**src/rtl/rs_encoder_param.sv**
```systemverilog
`default_nettype none
// ============================================================================
//  Module   : rs_encoder_param
//  Brief    : Systematic Reed-Solomon encoder over GF(16) (x^4+x+1) with an
//             LFSR parity generator; ENC_QUEUE_EN adds a one-entry request slot.
//  Revision : 1.0 - initial release
// ============================================================================
module rs_encoder_param #(
    parameter int NSYM = 15,
    parameter int KSYM = 9
) (
    input  logic                clk,
    input  logic                reset_n,
    input  logic                encodeMessage,
    input  logic [4*KSYM-1:0]   message,
    output logic [4*NSYM-1:0]   codeWordVector,
    output logic                encoderBusy,
    output logic                codeWordValid,
    output logic                requestDropped,
    output logic                queueFull
);

    localparam int         c_PAR      = NSYM - KSYM;
    localparam logic [3:0] c_LAST_SYM = 4'(KSYM - 1);

    generate
        if (NSYM < 3 || NSYM > 15 || KSYM < 1 || c_PAR < 2 || c_PAR > 14 || (c_PAR % 2) != 0) begin : g_badParams
            $error("rs_encoder_param: illegal NSYM/KSYM combination");
        end
    endgenerate

    function automatic logic [3:0] gfMul(input logic [3:0] a, input logic [3:0] b);
        logic [3:0] prod;
        logic [3:0] term;
        prod = 4'd0;
        term = a;
        for (int i = 0; i < 4; i++) begin
            if (b[i]) prod = prod ^ term;
            term = {term[2:0], 1'b0} ^ (term[3] ? 4'b0011 : 4'b0000);
        end
        return prod;
    endfunction

    // Monic g(x) = prod (x + alpha^i), i = 1..c_PAR; coefficient j lives in bits [4j+3:4j]
    function automatic logic [59:0] genPoly();
        logic [59:0] gv;
        logic [3:0]  root;
        logic [3:0]  lower;
        gv       = 60'd0;
        gv[3:0]  = 4'd1;
        root     = 4'd1;
        for (int i = 1; i <= c_PAR && i <= 14; i++) begin
            root = gfMul(root, 4'b0010);
            for (int j = 14; j >= 0; j--) begin
                if (j > 0) lower = gv[4*(j-1) +: 4];
                else       lower = 4'd0;
                gv[4*j +: 4] = lower ^ gfMul(root, gv[4*j +: 4]);
            end
        end
        return gv;
    endfunction

    localparam logic [59:0] c_GEN_POLY = genPoly();

    typedef enum logic [1:0] {
        S_IDLE  = 2'd0,
        S_SHIFT = 2'd1,
        S_DONE  = 2'd2
    } state_t;

    state_t                r_state;
    state_t                w_nextState;
    logic [4*KSYM-1:0]     r_msg;
    logic [4*KSYM-1:0]     w_startMsg;
    logic [4*c_PAR-1:0]    r_lfsr;
    logic [4*c_PAR-1:0]    w_lfsrNext;
    logic [3:0]            r_count;
    logic [3:0]            w_curSym;
    logic [3:0]            w_feedback;
    logic [4*NSYM-1:0]     r_codeWord;
    logic                  r_valid;
    logic                  r_dropped;
    logic                  w_start;
    logic                  w_load;
    logic                  w_drop;
`ifdef ENC_QUEUE_EN
    logic                  r_pendValid;
    logic [4*KSYM-1:0]     r_pendMsg;
    logic                  w_pendSet;
    logic                  w_pendClr;
`endif

    always_comb begin
        w_curSym = 4'd0;
        for (int j = 0; j < KSYM; j++) begin
            if (r_count == 4'(j)) w_curSym = r_msg[4*j +: 4];
        end
    end

    assign w_feedback = w_curSym ^ r_lfsr[4*c_PAR-1 -: 4];

    generate
        for (genvar i = 0; i < c_PAR; i++) begin : g_lfsrTap
            if (i == 0) begin : g_first
                assign w_lfsrNext[3:0] = gfMul(w_feedback, c_GEN_POLY[3:0]);
            end else begin : g_rest
                assign w_lfsrNext[4*i +: 4] = r_lfsr[4*(i-1) +: 4] ^ gfMul(w_feedback, c_GEN_POLY[4*i +: 4]);
            end
        end
    endgenerate

    always_comb begin
        w_nextState = r_state;
        w_start     = 1'b0;
        w_load      = 1'b0;
        w_drop      = 1'b0;
        w_startMsg  = message;
`ifdef ENC_QUEUE_EN
        w_pendSet   = 1'b0;
        w_pendClr   = 1'b0;
`endif
        case (r_state)
            S_IDLE: begin
                if (encodeMessage) begin
                    w_start     = 1'b1;
                    w_nextState = S_SHIFT;
                end
            end
            S_SHIFT: begin
                if (r_count == 4'd0) w_nextState = S_DONE;
`ifdef ENC_QUEUE_EN
                if (encodeMessage) begin
                    if (r_pendValid) w_drop    = 1'b1;
                    else             w_pendSet = 1'b1;
                end
`else
                w_drop = encodeMessage;
`endif
            end
            S_DONE: begin
                w_load      = 1'b1;
                w_nextState = S_IDLE;
`ifdef ENC_QUEUE_EN
                // A request arriving with the slot empty starts right away, so no idle gap
                if (r_pendValid) begin
                    w_start     = 1'b1;
                    w_startMsg  = r_pendMsg;
                    w_nextState = S_SHIFT;
                    w_pendClr   = 1'b1;
                    w_pendSet   = encodeMessage;
                end else if (encodeMessage) begin
                    w_start     = 1'b1;
                    w_nextState = S_SHIFT;
                end
`else
                w_drop = encodeMessage;
`endif
            end
            default: w_nextState = S_IDLE;
        endcase
    end

    always_ff @(posedge clk) begin
        if (!reset_n) begin
            r_state    <= S_IDLE;
            r_msg      <= '0;
            r_lfsr     <= '0;
            r_count    <= 4'd0;
            r_codeWord <= '0;
            r_valid    <= 1'b0;
            r_dropped  <= 1'b0;
        end else begin
            r_state   <= w_nextState;
            r_valid   <= w_load;
            r_dropped <= w_drop;
            if (w_load) r_codeWord <= {r_msg, r_lfsr};
            if (w_start) begin
                r_msg   <= w_startMsg;
                r_lfsr  <= '0;
                r_count <= c_LAST_SYM;
            end else if (r_state == S_SHIFT) begin
                r_lfsr  <= w_lfsrNext;
                r_count <= r_count - 4'd1;
            end
        end
    end

`ifdef ENC_QUEUE_EN
    always_ff @(posedge clk) begin
        if (!reset_n) begin
            r_pendValid <= 1'b0;
            r_pendMsg   <= '0;
        end else if (w_pendSet) begin
            r_pendValid <= 1'b1;
            r_pendMsg   <= message;
        end else if (w_pendClr) begin
            r_pendValid <= 1'b0;
        end
    end

    assign queueFull = r_pendValid;
`else
    assign queueFull = 1'b0;
`endif

    assign codeWordVector = r_codeWord;
    assign encoderBusy    = (r_state != S_IDLE);
    assign codeWordValid  = r_valid;
    assign requestDropped = r_dropped;

endmodule
`default_nettype wire

```
**config.mk**
```make
export PLATFORM = sky130hd
export DESIGN_NAME = rs_encoder_param
export DESIGN_NICKNAME = d
export VERILOG_FILES = /design/src/rtl/rs_encoder_param.sv
export SDC_FILE = /design/constraint.sdc
export NUM_CORES = 1
export LEC_CHECK = 0
export CAP_MARGIN = 30
export CELL_PAD_IN_SITES_DETAIL_PLACEMENT = 2
export CELL_PAD_IN_SITES_GLOBAL_PLACEMENT = 2
export CORE_UTILIZATION = 35
export CTS_CLUSTER_DIAMETER = 150
export DETAILED_ROUTE_END_ITERATION = 10
export PLACE_DENSITY_LB_ADDON = 0.2
export SYNTH_ARGS = -nofsm -noshare
export SYNTH_HDL_FRONTEND = slang
export SYNTH_SLANG_ARGS = --single-unit
```
**constraint.sdc**
```tcl
create_clock -name clk -period 4.5 [get_ports clk]
set_clock_uncertainty 0.05 [all_clocks]
set_input_delay 0.9 -clock clk [delete_from_list [all_inputs] [get_ports clk]]
set_output_delay 0.9 -clock clk [all_outputs]
set_load 0.03 [all_outputs]
```
Yosys cells after proc, flatten, opt, wreduce, memory -nomap -nowiden:

Cells that the tools add are included.

* $add $sub $neg: 1
* equal/unequal tests: 12
* mux-type cells: 20
* bitwise logic cells: 15
* reductions and logical operators: 8

Operators by type and width (count)
* $mux 4: 11
* $xor 4x4->4: 11
* $eq 4x3->1 const B: 4
* $xor 4x2->4: 3
* $mux 2: 5
* $eq 4x2->1 const B: 2
* $eq 4x1->1 const B: 1
* $eq 4x4->1 const B: 1
* $logic_not 4->1: 1
* $ne 2x2->1 const B: 2
* $pmux 2 s2: 1
* $reduce_and 2->1: 2
* $reduce_bool 2->1: 2
* $reduce_or 2->1: 2
* $sub 4x1->4 const B: 1
* $mux 1: 3
* $eq 2x1->1 const B: 1
* $eq 2x2->1 const B: 1
* $logic_not 2->1: 1
* $not 1->1: 1

* bits in registers: 128
* bits of input ports: 39
* output and inout bits: 64
* word-level logic and storage cells: 64

Longest topological paths before layout:

Gate-level depths: netlist (run 1).

* word-level depth: 19
* gate-level depth with buffers: 13

Worst setup path before layout (run 1):

No wires, ideal clock.

* kind: register to register
* start: register r_count[1]
* end: register r_lfsr[11]
* setup time: 0.133 ns
* data arrival time: 2.560 ns
* required time: 4.317 ns
* slack: 1.757 ns
* stages on the path, launching flop included: 14
* cells stage by stage: dfxtp_1 -> inv_1 -> ha_1 -> buf_4 -> nor2b_1 -> buf_4 -> a221oi_1 -> o22a_1 -> or3_1 -> o211ai_4 -> xor2_4 -> xor2_1 -> xor2_1 -> a21oi_1

* word-level cells in the longest chain between the ends: 17
* elaborated cells on any way between the ends: 25
* classes of those cells: 8 x eq/ne; 10 x mux; 6 x bitwise; 1 x reduce/logical

RTL lines
* start, declared: line 77 `logic [3:0] r_count;`
* start signal, assigned: line 180 `r_count <= c_LAST_SYM;`
* start signal, assigned: line 183 `r_count <= r_count - 4'd1;`
* $logic_not 4->1: line 96 `if (r_count == 4'(j)) w_curSym = r_msg[4*j +: 4];`
* $mux 4 (8 in series): line 96
* $mux 4 *: line 96
* $xor 4x4->4 *: line 100 `assign w_feedback = w_curSym ^ r_lfsr[4*c_PAR-1 -: 4];`
* $mux 2: line 39 `term = {term[2:0], 1'b0} ^ (term[3] ? 4'b0011 : 4'b0000);`
* $xor 4x2->4 * (2 in series): line 39
* $xor 4x2->4
* $xor 4x4->4 *: line 38 `if (b[i]) prod = prod ^ term;`
* $xor 4x4->4 *: line 107 `assign w_lfsrNext[4*i +: 4] = r_lfsr[4*(i-1) +: 4] ^ gfMul(w_feedback, c_GEN_POLY[4*i +: 4]);`
* end signal, assigned: line 182 `r_lfsr <= w_lfsrNext;`
* end, declared: line 75 `logic [4*c_PAR-1:0] r_lfsr;`

Every way passes the cells marked *; elsewhere a longest branch is shown, timed or not.
A chain may end at the register's enable or synchronous reset.

Final worst setup path (run 1):

Same ends and word-level chain as after synthesis.

==> results.cfg, run 1 <==
[floorplan]
coreArea_sq_um = 15400
die_y_um = 129
rows = 45
initial_core_util_pct = 36.4
die_w_um = 129
dieArea_sq_um = 16600
ios = 103

[cts]
cts_root_buffer = clkbuf_16
cts.repair.resized = 0
cts_setup_buffers = 0
cts_buffer_depth = 2
clk_latency_ns = 0.43
cts_buffers = 17
cts_tree = yes
htree_levels = 4
postCtsHoldBufs = 0
cts.clk_slew.worst_paths_ns = 0.06
clock_sinks = 128

[synth]
synth.distinct_cells = 55
syn_inst = 574
synth_area_per_cell_sq_um = 9.80
yosysSeqAreaShare_pct = 45.6
netlist_area_sq_um = 5620
synth_nets = 621
synth-edff-count = 0
synth_flop_cell = dfxtp_1
yosys_warnings = 0
synth_seq_cells = 128
async_reset_ff_share_pct = 0

[setup_path]
critPathArrivalTime_ns = 3.65
path_class = flop to flop
rr_worst_depth = 11
endpoint = r_lfsr[11]
required_ns = 4.73
r2r_slack_ns = 1.09
rr_startpoint = r_count[1]
start_kind = flop
critPathLaunch = r_count[1]
cp_max_fo = 10
r2r-end = r_lfsr[11]
critPathCaptureType = flop

[route]
ant_nets = 0
num_vias = 4357
routedWlPerCell_um = 18.8
wl_um = 16600
vias_per_cell = 4.92
drtIter0Drc = 173
drc_errors = 0
first_pass_iters = 4

[placement]
port_buffers = 101
dp.cells = 853
gp_congestion = 0.811
dp_hpwl_um = 11400

[grt]
grt_pass1_vias = 4756
antenna_found_initial = 0
grt_pass1_wl_um = 26500
overflow = 0
gr-usage-all-layers_pct = 21.3
grt_max_degree = 104

[sta]
fin_setup_tns_ns = 0
hold_viol = 0
worstMarginPinSlew_ns = 0.869
maxSlewHeadroom_pct = 42.1
final_max_slew_viol_count = 0
setup_viol = 0
rsz0062_at_grt = no
period_share_pct = 75.9
period_needed_ns = 3.41
fmax_mhz = 293

[outcome]
outcome = finished, final reports clean

[final_layout]
fin_cells = 885
drive_gt1_share_pct = 8.16
antenna_cells = 0
final_nets = 708
syn_to_final_growth_pct = 32.5

[power_and_ir_drop]
peakVddDrop_uv = 374
p_comb_share_pct = 45.3
pwr-share-seq_pct = 27.7
p_per_area_nw_per_um2 = 751
clkPwrFrac_pct = 27.1
intPower_mw = 3.41
p_leak_nw = 2.58
p_switching_mw = 2.19
swShare_pct = 39.1

[min_path]
min_path_type = flop to flop
hold_path_startpoint = r_msg[5]

[job]
maxCapViolations = 0
-- metrics by stage --
step / utilization, % / hold slack, ns / area (sq um) / setup slack, ns / total power, mW
after floorplan: - / 0.401 / 5620 / 1.76 / 3.44
after global placement: 43.9 / 0.433 / 6780 / 1.42 / 3.94
after detailed placement: 44.1 / 0.444 / 6810 / 1.08 / 4.08
after CTS: 48.3 / 0.453 / 7450 / 1.05 / 5.68
after global routing: 48.3 / 0.480 / 7450 / 0.794 / 5.93
final: 48.3 / 0.448 / 7450 / 1.09 / 5.60
-- routing by layer --
metal	GRT usage, %	vias up	wire [um]	part of all wire, %
met2	36.6	84	8220	50
met3	4.24	15	527	3.2
met5	0	-	0	0
li1	-	2110	-	-
met1	26.4	2148	7630	46
met4	7.89	0	232	1.4
-- power groups by stage --
stage,clock network (mW),logic [mW],registers (mW)
3_5_place_dp,0,2.51,1.57
3_3_place_gp,0,2.38,1.56
6_report,1.51,2.53,1.55
4_1_cts,1.54,2.58,1.55
2_1_floorplan,0,1.89,1.54
5_1_grt,1.58,2.77,1.57
-- worst max-delay path: stages, from the launching register on --
cell and delay, ns:
dfxtp_1 0.41, inv_1 0.10, ha_1 0.32, nor2b_1 0.43, a221oi_1 0.18, o22a_1 0.26
or3_1 0.41, o211ai_4 0.18, xor2_4 0.28, xor2_1 0.33, xor2_1 0.23, a21oi_1 0.10
-- cells in the mapped netlist (3+ instances only) --
library cell  instances  share of area [%]
o221ai_1              4               0.62
a21boi_0             37                4.9
buf_1                10               0.67
mux2i_1              70                 12
buf_4                 3               0.40
nand2_1              85                5.7
ha_1                  8                1.8
clkbuf_1             23                1.5
inv_1                 8               0.53
a221oi_1              5               0.78
and2_1                3               0.33
o21ai_0              14                1.2
dfxtp_1             128                 46
xnor2_1              22                3.4
xor2_1                8                1.2
nor2_1               24                1.6
a21oi_1               8               0.71
a211oi_1              5               0.67
nor2b_1              64                7.1
-- logic make-up (layout without fill, tap and decap cells) --
logic type | Yosys count | in the layout | share of synthesized area [%]
muxes | 71 | 71 | 12.7
xor gates and xnor gates | 35 | 35 | 6.72
AOI/OAI and AO/OA | 92 | 92 | 12.7
and+or+nand+nor | 193 | 193 | 17.2
other | 1 | 1 | 0.0667
adders and majority gates | 8 | 8 | 1.78
DFF | 128 | 128 | 45.6
buffers and inverters | 46 | 146 | 3.32
-- area by class of cell --
class | count | area (sq um)
tap | 211 | 264
timing repair buffer | 106 | 1060
fill | 1623 | 7980
inverter | 8 | 30.0
clock buffer | 20 | 457
sequential | 128 | 2560
clock inverter | 12 | 188
multi-input combinational | 400 | 2890
-- worst min-delay path by stage --
| stage | end | slack (ns) | depth (start not counted) |
|---|---|---|---|
| after floorplan | r_msg[34] | 0.40 | 2 |
| after global placement | r_msg[29] | 0.43 | 2 |
| after detailed placement | r_msg[16] | 0.44 | 2 |
| after CTS | r_msg[5] | 0.45 | 2 |
| after global routing | r_msg[5] | 0.48 | 2 |
| final | r_msg[5] | 0.45 | 2 |
-- placed cells by master, fill, tap and decap left out, drive strengths merged, types with 2 or more instances in the layout --
| cell type | count |
|---|---|
| bufinv | 5 |
| nand2 | 85 |
| a22o | 2 |
| a211oi | 5 |
| dfxtp | 128 |
| nor2 | 24 |
| clkdlybuf4s50 | 100 |
| a21boi | 37 |
| o211ai | 2 |
| and2 | 3 |
| clkbuf | 20 |
| clkinv | 6 |
| o221ai | 4 |
| buf | 6 |
| xor2 | 12 |
| a31o | 2 |
| and3 | 3 |
| o21ai | 16 |
| inv | 8 |
| mux2i | 70 |
| ha | 8 |
| o22a | 2 |
| a221oi | 6 |
| a21oi | 9 |
| xnor2 | 23 |
| nor2b | 64 |
| and3b | 2 |
| nor3 | 4 |
-- flip-flops by register name, summed over array words and instances, names as in the netlist --
signal,flops
codeWordValid,1
requestDropped,1
r_lfsr,24
r_msg,36
r_count,4
codeWordVector,60
r_state,2
No activity file was read; power rests on OpenSTA's default activity.
==> run 2, diff against run 1 <==
Settings changed: CORE_UTILIZATION 35 to 29.
Clock period 4.5 ns to 3 ns, I/O delays scaled along.
==> results.cfg, run 2 (synthesis results as in run 1) <==
[outcome]
outcome = finished, final reports clean

[sta]
setup_viol = 0
period_needed_ns = 2.86
fmax_mhz = 349
period_share_pct = 95.4
worstMarginPinSlew_ns = 0.547
hold_viol = 0
final_max_slew_viol_count = 0
maxSlewHeadroom_pct = 63.6

[cts]
cts.clk_slew.worst_paths_ns = 0.06
clock_sinks = 128
cts_buffers = 17
clk_latency_ns = 0.43
cts_root_buffer = clkbuf_16
cts_buffer_depth = 2
htree_levels = 4
cts_tree = yes

[setup_path]
cp_max_fo = 6
critPathCaptureType = flop
required_ns = 3.27
path_class = flop to flop
critPathArrivalTime_ns = 3.13
start_kind = flop

[final_layout]
register_area_sq_um = 2560
multi_input_area_sq_um = 2970
final_nets = 728
n_fill_cell = 1985
final_common_cell = dfxtp_1
antenna_cells = 0
layout_common_cells = dfxtp_1, clkdlybuf4s50_1, nand2_1, mux2i_1, nor2b_1
drive_gt1_share_pct = 12.3
largest_reg_flops = 60
post-route-util_pct = 40.8
syn_to_final_growth_pct = 36.5

[route]
first_pass_iters = 4
routedWlPerCell_um = 17.6
vias_per_cell = 4.65
ant_nets = 0
drtIter0Drc = 142
drc_errors = 0
num_vias = 4434
wl_um = 16800

[grt]
grt_pass1_vias = 4887
overflow = 0
met2_usage_pct = 29.2
antenna_found_initial = 0
gr-usage-all-layers_pct = 17.9
grt-busiest-layer = met2
grt_use_met1_pct = 22.9
grt_pass1_wl_um = 27100
grt_max_degree = 65
grt_use_met3_pct = 3.60

[placement]
port_buffers = 101
gp_congestion = 0.771
dp_hpwl_um = 11900

[power_and_ir_drop]
p_per_area_nw_per_um2 = 1160
power_mw = 8.92
peakVddDrop_uv = 507
p_leak_nw = 2.66

[floorplan]
die_y_um = 141
dieArea_sq_um = 20000
die_w_um = 141
coreArea_sq_um = 18800
rows = 50
initial_core_util_pct = 29.9
ios = 103

[min_path]
min_path_type = input pin to flop

[job]
maxCapViolations = 0
## run 2: final cells by class
type	count	share of cell area [%]
Clock inverter	10	1.47
Timing Repair Buffer	126	15.7
Tap cell	260	4.24
Sequential cell	128	33.4
Inverter	8	0.391
Clock buffer	21	6.00
Multi-Input combinational cell	400	38.8
## run 2: metal layers
layer	vias up	share of wire (%)
met1	2181	48
met2	89	47
met5	-	0
met4	0	1.8
li1	2145	-
met3	19	3.4
## run 2: worst paths after layout
kind,start,to,slack (ns),cells after the start
worst min register to register,r_msg[1],r_msg[1],0.44,2
worst max register to register,r_count[0],r_lfsr[22],0.14,12
worst min-delay path,reset_n,r_count[3],0.44,2
worst max-delay path,r_count[0],r_lfsr[22],0.14,12
## run 2: through the flow
step / TNS (ns) / instances / hold WS, ns / worst slack [ns] / instance area [sq um]
6_report: 0 / 953 / 0.436 / 0.137 / 7670
5_1_grt: -0.00158 / 953 / 0.436 / -0.00158 / 7670
4_1_cts: 0 / 948 / 0.420 / 0.000774 / 7560
3_5_place_dp: -0.491 / 915 / 0.440 / -0.169 / 6950
2_1_floorplan: 0 / 574 / 0.401 / 0.257 / 5620
3_3_place_gp: 0 / 915 / 0.433 / 0.133 / 6950
## run 2: repair_timing
| action | 4_1_cts | 5_1_grt |
|---|---|---|
| hold buffers | 0 | 0 |
| pin swaps | 1 | 2 |
| buffers inserted | 2 | 5 |
| resized for setup | 4 | 11 |
| cloned | 0 | 0 |
| setup endpoints to repair | 9 | 12 |
## run 2: where the power goes
part / switching [mW] / total [mW] / internal, mW
sequential: 0.335 / 2.33 / 1.99
clock: 0.768 / 2.02 / 1.25
combinational: 2.42 / 4.57 / 2.15
total: 3.53 / 8.92 / 5.39
## run 2: critical path, cell delays in order, from the launching register on
cell	delay [ns]
dfxtp_2	0.35
inv_1	0.07
ha_1	0.24
or2b_4	0.24
o221ai_1	0.12
o22a_1	0.27
or3_1	0.40
o211ai_4	0.15
xor2_4	0.21
buf_4	0.17
xor2_4	0.18
xnor2_1	0.10
a22o_1	0.20
